`config.mk`:
```
export PLATFORM = sky130hd
export DESIGN_NAME = alici_flat
export DESIGN_NICKNAME = d
export VERILOG_FILES = /design/src/rtl/alici_if.sv /design/src/rtl/alici.sv /design/src/flat_wrapper.sv
export SDC_FILE = /design/constraint.sdc
export NUM_CORES = 1
export LEC_CHECK = 0
export ABC_AREA = 1
export CORE_MARGIN = 2
export CORE_UTILIZATION = 52
export CTS_BUF_LIST = sky130_fd_sc_hd__clkbuf_8
export CTS_CLUSTER_SIZE = 40
export DETAILED_ROUTE_END_ITERATION = 8
export MAX_ROUTING_LAYER = met4
export PLACE_DENSITY = 0.79
export SYNTH_ARGS = -nofsm -noshare
export SYNTH_HDL_FRONTEND = slang
export SYNTH_SLANG_ARGS = --single-unit
```
`constraint.sdc`:
```
create_clock -name clk -period 2.2 [get_ports clk]
set_clock_uncertainty 0.2 [all_clocks]
set_input_delay 0.33 -clock clk [delete_from_list [all_inputs] [get_ports clk]]
set_output_delay 0.33 -clock clk [all_outputs]
set_load 0.02 [all_outputs]
```
`src/rtl/alici_if.sv`:
```
// Handshake/data bundle between a chunk transmitter and the alici receiver.
interface alici_if #(
  parameter int N = 12
);
  logic         basla;
  logic         mod;
  logic         gecerli;
  logic [N-1:0] gelen_veri;
  logic [N-1:0] cikan_veri;
  logic         bitti;
  logic         hata;
  logic         mesgul;

  modport master (
    output basla, mod, gecerli, gelen_veri,
    input  cikan_veri, bitti, hata, mesgul
  );

  modport slave (
    input  basla, mod, gecerli, gelen_veri,
    output cikan_veri, bitti, hata, mesgul
  );
endinterface

```
`src/rtl/alici.sv`:
```
// Receiver: takes a parallel word or N/3 MSB-first 3-bit chunks, rebuilds the word,
// pulses bitti on completion and hata when a chunk stream stalls too long.
module alici #(
  parameter int N           = 12,
  parameter int ZAMAN_ASIMI = 8
) (
  input  logic   clk,
  input  logic   rst,
  alici_if.slave bus
);
  localparam int CNT_W = $clog2(N/3 + 1);
  localparam int GAP_W = $clog2(ZAMAN_ASIMI + 1);
  localparam logic [CNT_W-1:0] SON_PARCA = CNT_W'(N/3 - 1);
  localparam logic [GAP_W-1:0] SON_BOSLUK = GAP_W'(ZAMAN_ASIMI - 1);

  typedef enum logic {BOS, ALIM} state_e;

  state_e           state_q;
  logic [N-1:0]     shift_q;
  logic [CNT_W-1:0] cnt_q;
  logic [GAP_W-1:0] gap_q;
  logic [N-1:0]     cikan_q;
  logic             bitti_q;
  logic             hata_q;
  logic             mesgul_q;
  logic [N-1:0]     shift_d;

  // Shift-then-OR form stays valid for N = 3, where shift[N-4:0] would be empty.
  always_comb begin
    shift_d = (shift_q << 3) | N'(bus.gelen_veri[2:0]);
  end

  always_ff @(posedge clk) begin
    if (rst) begin
      state_q  <= BOS;
      shift_q  <= '0;
      cnt_q    <= '0;
      gap_q    <= '0;
      cikan_q  <= '0;
      bitti_q  <= 1'b0;
      hata_q   <= 1'b0;
      mesgul_q <= 1'b0;
    end else begin
      bitti_q <= 1'b0;
      hata_q  <= 1'b0;
      if (bus.basla) begin
        // Start or restart; an aborted reception raises no pulse.
        shift_q <= '0;
        cnt_q   <= '0;
        gap_q   <= '0;
        if (bus.mod) begin
          state_q  <= ALIM;
          mesgul_q <= 1'b1;
        end else begin
          cikan_q  <= bus.gelen_veri;
          bitti_q  <= 1'b1;
          state_q  <= BOS;
          mesgul_q <= 1'b0;
        end
      end else if (state_q == ALIM) begin
        if (bus.gecerli) begin
          gap_q <= '0;
          if (cnt_q == SON_PARCA) begin
            cikan_q  <= shift_d;
            bitti_q  <= 1'b1;
            shift_q  <= '0;
            cnt_q    <= '0;
            state_q  <= BOS;
            mesgul_q <= 1'b0;
          end else begin
            shift_q <= shift_d;
            cnt_q   <= cnt_q + 1'b1;
          end
        end else if (gap_q == SON_BOSLUK) begin
          hata_q   <= 1'b1;
          shift_q  <= '0;
          cnt_q    <= '0;
          gap_q    <= '0;
          state_q  <= BOS;
          mesgul_q <= 1'b0;
        end else begin
          gap_q <= gap_q + 1'b1;
        end
      end
    end
  end

  assign bus.cikan_veri = cikan_q;
  assign bus.bitti      = bitti_q;
  assign bus.hata       = hata_q;
  assign bus.mesgul     = mesgul_q;
endmodule

```
`src/flat_wrapper.sv`:
```
// flat-port wrapper written by rule: the top's interface ports become plain ports
module alici_flat 
#(
  parameter int N           = 12,
  parameter int ZAMAN_ASIMI = 8
)
  (clk, rst, bus_basla, bus_mod, bus_gecerli, bus_gelen_veri, bus_cikan_veri, bus_bitti, bus_hata, bus_mesgul);
  alici_if #(.N(N)) bus_i ();
  input  logic clk;
  input  logic rst;
  input wire logic [$bits(bus_i.basla)-1:0] bus_basla;
  input wire logic [$bits(bus_i.mod)-1:0] bus_mod;
  input wire logic [$bits(bus_i.gecerli)-1:0] bus_gecerli;
  input wire logic [$bits(bus_i.gelen_veri)-1:0] bus_gelen_veri;
  output wire logic [$bits(bus_i.cikan_veri)-1:0] bus_cikan_veri;
  output wire logic [$bits(bus_i.bitti)-1:0] bus_bitti;
  output wire logic [$bits(bus_i.hata)-1:0] bus_hata;
  output wire logic [$bits(bus_i.mesgul)-1:0] bus_mesgul;
  assign bus_i.basla = bus_basla;
  assign bus_i.mod = bus_mod;
  assign bus_i.gecerli = bus_gecerli;
  assign bus_i.gelen_veri = bus_gelen_veri;
  assign bus_cikan_veri = bus_i.cikan_veri;
  assign bus_bitti = bus_i.bitti;
  assign bus_hata = bus_i.hata;
  assign bus_mesgul = bus_i.mesgul;
  alici #(.N(N), .ZAMAN_ASIMI(ZAMAN_ASIMI)) u_core (.clk(clk), .rst(rst), .bus(bus_i));
endmodule
```
==> qor.txt, run 1 <==
Final hold violations = 0
CP required = 1670 ps
# rows = 19
Router iterations before antenna repair = 4
Largest net degree at the start of global routing = 26
Via count = 1458
Post-CTS Setup Inserts = 0
Syn Nets = 224
Die X = 57.5 um
WL/cell = 12.2 um
Total grt overflow = 0
Starting DRC count in detailed routing = 76
Synthesized flop and latch total = 32
Reg2reg path depth = 7
Worst Setup SP = u_core.bus.cikan_veri[7]
Slew HR = 0.723
# resized after CTS = 0
Seq/Total Area, Yosys = 0.431
Power density cells = 695 nW/um^2
RSZ-0062 raised after global routing = false
CP Depth = 1
Vias in the first global route = 1355
Layout area overhead = 31.3%
Routed Antenna Nets = 0
WS Path Type = reg2out
Initial antenna violation count = 0
Post-DP HPWL = 2430 um
Syn Area/Cell = 7.26 um^2
Initial Utilization = 0.544
Layout Nets = 259
Tightest Pin Transition = 414 ps
Vias per std cell = 5.36
Post-synth cell types = 23
Worst Path Arrival = 1230 ps
Die area = 3300 um^2
Post-layout util = 0.714
Worst setup endpoint = bus_cikan_veri[7]
Netlist Area Pre-Place = 1490 um^2
Tmin final = 1760 ps
Dpl cell area = 1850 um^2
Core ar. = 2730 um^2
Io pins = 32
Critical Path Sink Type = output port
Crit path buffers/inverters = 1
H-Tree Level Count = 2
Global-route wire length before repair = 5740 um
# diodes = 0
Port Buffers = 31
Clk_lat worst skew = 290 ps
Largest stage delay, worst path = 610 ps
Setup TNS = 0 ps
Overall die height = 57.5 um
Critical path, cell by cell = clkdlybuf4s50_1
Post-Syn Instances = 205
Worst reg2reg setup slack = 520 ps
Final Wtd Congestion = 0.935
Reg2reg end = u_core.shift_q[3]
Max FO, Critical Path = 2
Peak supply drop = 0.000824 V
Final instance area = 1950 um^2
Reg-to-Reg Start = u_core.gap_q[0]
Total power = 1.36 mW
Leak Pwr = 0.831 nW
Fin crit share = 0.802
Kind of cell adding the most delay to the critical path = buffers and inverters
Clock-pin slew on the worst setup and hold paths = 70 ps
Critical path launch point type = register
Slew Limit Fails = 0
Ys Warns = 0
Outcome = complete, no violations
CTS tree = yes
Clock buffer count from CTS = 5
Clock buffer depth = 2
Hold Crit Class = reg2reg
Gr usage total = 0.234
Setup violators final = 0
DRC Markers = 0
CTS Sinks = 32
Routed WL = 3330 um
Hold bufs inserted after CTS = 0
Max Cap Viol = 0
FMAX = 567 MHz
Clk root buf = clkbuf_8
Max stage delay cell, worst path = clkdlybuf4s50_1
Share of layout cells above drive strength 1 = 0.0830
-- cell usage after synthesis --
master	n	area share
a21oi_1	18	0.061
buf_1	1	0.0025
buf_2	4	0.013
buf_4	3	0.015
buf_6	2	0.015
dfxtp_1	32	0.43
ha_1	2	0.017
inv_1	24	0.061
inv_2	1	0.0025
nand2_1	43	0.11
nand3_1	21	0.071
nand4_1	2	0.0084
nand4_2	1	0.0084
nor2_1	25	0.063
nor2_4	1	0.0076
nor3_1	2	0.0067
nor4_1	1	0.0042
o21a_1	8	0.040
o21ai_0	3	0.010
o21ai_2	1	0.0059
o21ai_4	1	0.011
o22ai_1	8	0.034
or2_2	1	0.0042
-- layer usage --
metal	track usage	wire length, um	share of wire	vias up
li1	-	-	-	735
met1	0.279	1440	0.43	658
met2	0.367	1580	0.47	57
met3	0.0703	253	0.076	8
met4	0.0930	53	0.016	0
met5	-	0	0	-
-- report_power, final --
group	total, mW	switching (mW)	leakage (nW)	internal, mW
Combinational	0.197	0.102	0.512	0.0948
Sequential	0.606	0.00995	0.260	0.597
Clock	0.554	0.222	0.0593	0.331
Total	1.36	0.334	0.831	1.02
-- placed cells by master (no fill, tap or decap), drive strengths merged, types with 3 or more instances in the layout --
cell | netlist | routed
o21ai | 5 | 5
buf | 10 | 7
nand2 | 43 | 43
nor2 | 26 | 26
a21oi | 18 | 18
inv | 25 | 26
clkdlybuf4s50 | 0 | 31
nand3 | 21 | 21
clkbuf | 0 | 5
nand4 | 3 | 3
dfxtp | 32 | 32
o22ai | 8 | 8
o21a | 8 | 8
-- per-stage QoR --
step	setup WS [ps]	hold slack (ps)	cells
after global routing	363	311	272
after floorplan	689	199	205
after CTS	419	279	272
after global placement	302	266	264
final	435	280	272
after detailed placement	211	269	264
-- flip-flops by register name, indices dropped and copies added, names as in the netlist --
signal                 count
u_core.gap_q               4
u_core.bus.mesgul          1
u_core.shift_q             9
u_core.cnt_q               3
u_core.state_q             1
u_core.bus.hata            1
u_core.bus.cikan_veri     12
u_core.bus.bitti           1
-- how the worst min path moves through the flow --
stage | cells past startpoint | endpoint | start
6_report | 2 | u_core.shift_q[7] | u_core.shift_q[7]
2_1_floorplan | 1 | u_core.state_q | rst
4_1_cts | 2 | u_core.shift_q[7] | u_core.shift_q[7]
3_3_place_gp | 2 | u_core.bus.cikan_veri[9] | u_core.bus.cikan_veri[9]
5_1_grt | 2 | u_core.cnt_q[2] | u_core.cnt_q[2]
3_5_place_dp | 2 | u_core.shift_q[7] | u_core.shift_q[7]
-- final cells by class --
cell class / instances / area, um^2
fillers: 221 / 781
well taps: 31 / 38.8
repair buffers: 38 / 388
inverters: 25 / 93.8
clock inverters: 3 / 38.8
multi-input cells: 138 / 684
flip-flops and latches: 32 / 641
clock buffers: 5 / 68.8
-- tightest hold or removal path, delay by kind of cell, from the launching register on --
kind	cells	cell delay (ps)
AOI/OAI and AO/OA	1	70
buffers and inverters	1	60
DFF	1	300
-- cells by family (layout without fill, tap and decap cells) --
| group | count (synthesis) | count (layout) | share of synthesized area |
|---|---|---|---|
| fa+ha+maj | 2 | 2 | 0.0168 |
| buf+inv | 35 | 71 | 0.109 |
| simple gates | 97 | 97 | 0.282 |
| flops | 32 | 32 | 0.431 |
| compound gates | 39 | 39 | 0.161 |
Power figures use the tool's default switching activity.
==> run 2: changes to the inputs <==
==> constraint.sdc (replaced) <==
create_clock -name clk -period 1.72 [get_ports clk]
set_clock_uncertainty 0.2 [all_clocks]
set_input_delay 0.258 -clock clk [delete_from_list [all_inputs] [get_ports clk]]
set_output_delay 0.258 -clock clk [all_outputs]
set_load 0.02 [all_outputs]
==> run 2 against run 1 <==
Net effect: non-clock buffer count rose by 13; core utilization rose by 3.1 points; largest cell class unchanged; critical path type unchanged; power rose by 16%; via count rose by 4.9%; global-route usage rose by 1.5 points; register-to-register slack got worse by 440 ps; combinational power rose by 40%; worst hold slack got worse by 3.8 ps; clock-buffer cell count did not move; critical path depth did not move; sequential power rose by 28%; first-iteration DRC count fell by 9.2%.
==> qor.txt, run 2 (synthesis gave the netlist of run 1 again) <==
Outcome = complete, no violations
Router iterations before antenna repair = 5 (+1)
Critical Path Sink Type = output port
Layout area overhead = 37.0%
Hold WS = 276 ps (-3.83 ps)
Fin crit share = 0.976
Routing usage on met2 = 0.391 (+0.0244)
Met1 usage = 0.305 (+0.0258)
Critical path, cell by cell = clkdlybuf4s50_1
Largest stage delay, worst path = 610 ps (about the same)
Starting DRC count in detailed routing = 69 (-9.2%)
Hold bufs inserted after CTS = 0 (unchanged)
Clock buffer depth = 2 (unchanged)
Die area = 3300 um^2 (unchanged)
Crit path buffers/inverters = 1 (unchanged)
Power density cells = 774 nW/um^2 (+11%)
Final Wtd Congestion = 0.914 (-2.3%)
Total grt overflow = 0 (unchanged)
Core ar. = 2730 um^2 (unchanged)
Sw frac = 0.259 (+0.0121)
Die X = 57.5 um (unchanged)
Tmin final = 1680 ps
Most frequent cells in the layout = nand2_1 (41), dfxtp_1 (32), clkdlybuf4s50_1 (26)
Max Cap Viol = 0 (unchanged)
Met3 Use GR = 0.0612 (-0.00907)
CP required = 1260 ps (-410 ps)
H-Tree Level Count = 2 (unchanged)
FMAX = 596 MHz
Hold Crit Class = reg2reg
Flop pwr share = 0.492 (+0.045)
Max FO, Critical Path = 2 (unchanged)
Final hold violations = 0 (unchanged)
Internal = 1.17 mW (+14%)
DRC Markers = 0 (unchanged)
Total power = 1.58 mW (+16%)
Worst Path Arrival = 1220 ps (about the same)
Setup TNS = 0 ps (unchanged)
Comb pwr share = 0.174 (+0.029)
Leak Pwr = 0.965 nW (+16%)
GRT busiest layer = met2
Post-CTS Setup Inserts = 0 (unchanged)
Routed Antenna Nets = 0 (unchanged)
Port Buffers = 31 (unchanged)
# diodes = 0 (unchanged)
Vias per std cell = 5.39 (+0.50%)
Slew Limit Fails = 0 (unchanged)
Initial antenna violation count = 0 (unchanged)
Via count = 1530 (+4.9%)
Max stage delay cell, worst path = clkdlybuf4s50_1
Initial Utilization = 0.544 (unchanged)
Share of layout cells above drive strength 1 = 0.134 (+0.0514)
Io pins = 32 (unchanged)
Cell Count, Final, Fillers Out = 284 (+4.4%)
Net Switching = 0.408 mW (+22%)
Layout Nets = 272 (+5.0%)
Clock buffer count from CTS = 5 (unchanged)
WS Path Type = reg2out
Max reg flops = 12 (unchanged)
Clock-pin slew on the worst setup and hold paths = 70 ps (about the same)
Gr usage total = 0.249 (+0.0150)
Critical path launch point type = register
# rows = 19 (unchanged)
Kind of cell adding the most delay to the critical path = buffers and inverters
Routed WL = 3590 um (+7.7%)
Dpl cells = 277 (+4.9%)
Peak supply drop = 0.000757 V (-8.1%)
CTS Sinks = 32 (unchanged)
Post-DP HPWL = 2720 um (+12%)
CTS tree = yes
WL/cell = 12.6 um (+3.2%)
Overall die height = 57.5 um (unchanged)
Global-route wire length before repair = 6120 um (+6.6%)
Commonest non-fill, non-tap cell in the layout = nand2_1
Clock Power Share = 0.334 (-0.074)
Tightest Pin Transition = 296 ps (-118 ps)
Clk root buf = clkbuf_8
Setup violators final = 0 (unchanged)
Clk_lat worst skew = 280 ps (about the same)
Largest net degree at the start of global routing = 26 (unchanged)
Slew HR = 0.802 (+0.0788)
Vias in the first global route = 1441 (+6.3%)
# resized after CTS = 0 (unchanged)
run 2: cell count changes in the layout (fill, tap and decap cells not counted):
cell             change
dlymetal6s2s_1       +5
nand2_1              -2
clkdlybuf4s50_1      -5
nand2_2              +2
bufinv_16            -1
buf_4               +13
run 2: power by group through the flow:
stage               Combinational (mW)  Clock (mW)  Sequential, mW
global placement                 0.269           0           0.792
detailed placement               0.274           0           0.794
global route                     0.301       0.575           0.779
floorplan                        0.124           0           0.814
CTS                              0.276       0.532           0.777
finish                           0.275       0.527           0.777
run 2: layout make-up:
type,instances,area (um^2)
fillers,209,696
well taps,31,38.8
flip-flops and latches,32,641
inverters,25,93.8
repair buffers,51,498
multi-input cells,138,689
clock inverters,2,8.76
clock buffers,5,68.8
run 2: path summary, 6_finish.rpt:
path	to	cells past startpoint	from	slack [ps]
hold / removal	u_core.bus.cikan_veri[4]	2	u_core.bus.cikan_veri[4]	280
hold reg to reg	u_core.bus.cikan_veri[4]	2	u_core.bus.cikan_veri[4]	280
setup / recovery	bus_cikan_veri[7]	1	u_core.bus.cikan_veri[7]	40
setup reg to reg	u_core.bus.cikan_veri[9]	7	u_core.cnt_q[0]	80
run 2: routing by layer:
| layer | wire length [um] | vias up | part of all wire |
|---|---|---|---|
| li1 | - | 762 | - |
| met1 | 1550 | 696 | 0.43 |
| met2 | 1740 | 59 | 0.48 |
| met3 | 222 | 13 | 0.062 |
| met4 | 80 | 0 | 0.022 |
| met5 | 0 | - | 0 |
run 2: per-stage QoR:
stage                      util  setup slack (ps)  area, um^2
after floorplan               -               209        1490
after global placement    0.711              -111        1940
after detailed placement  0.711              -197        1940
after CTS                 0.739              13.9        2020
after global routing      0.746             -30.6        2040
final                     0.746              41.5        2040
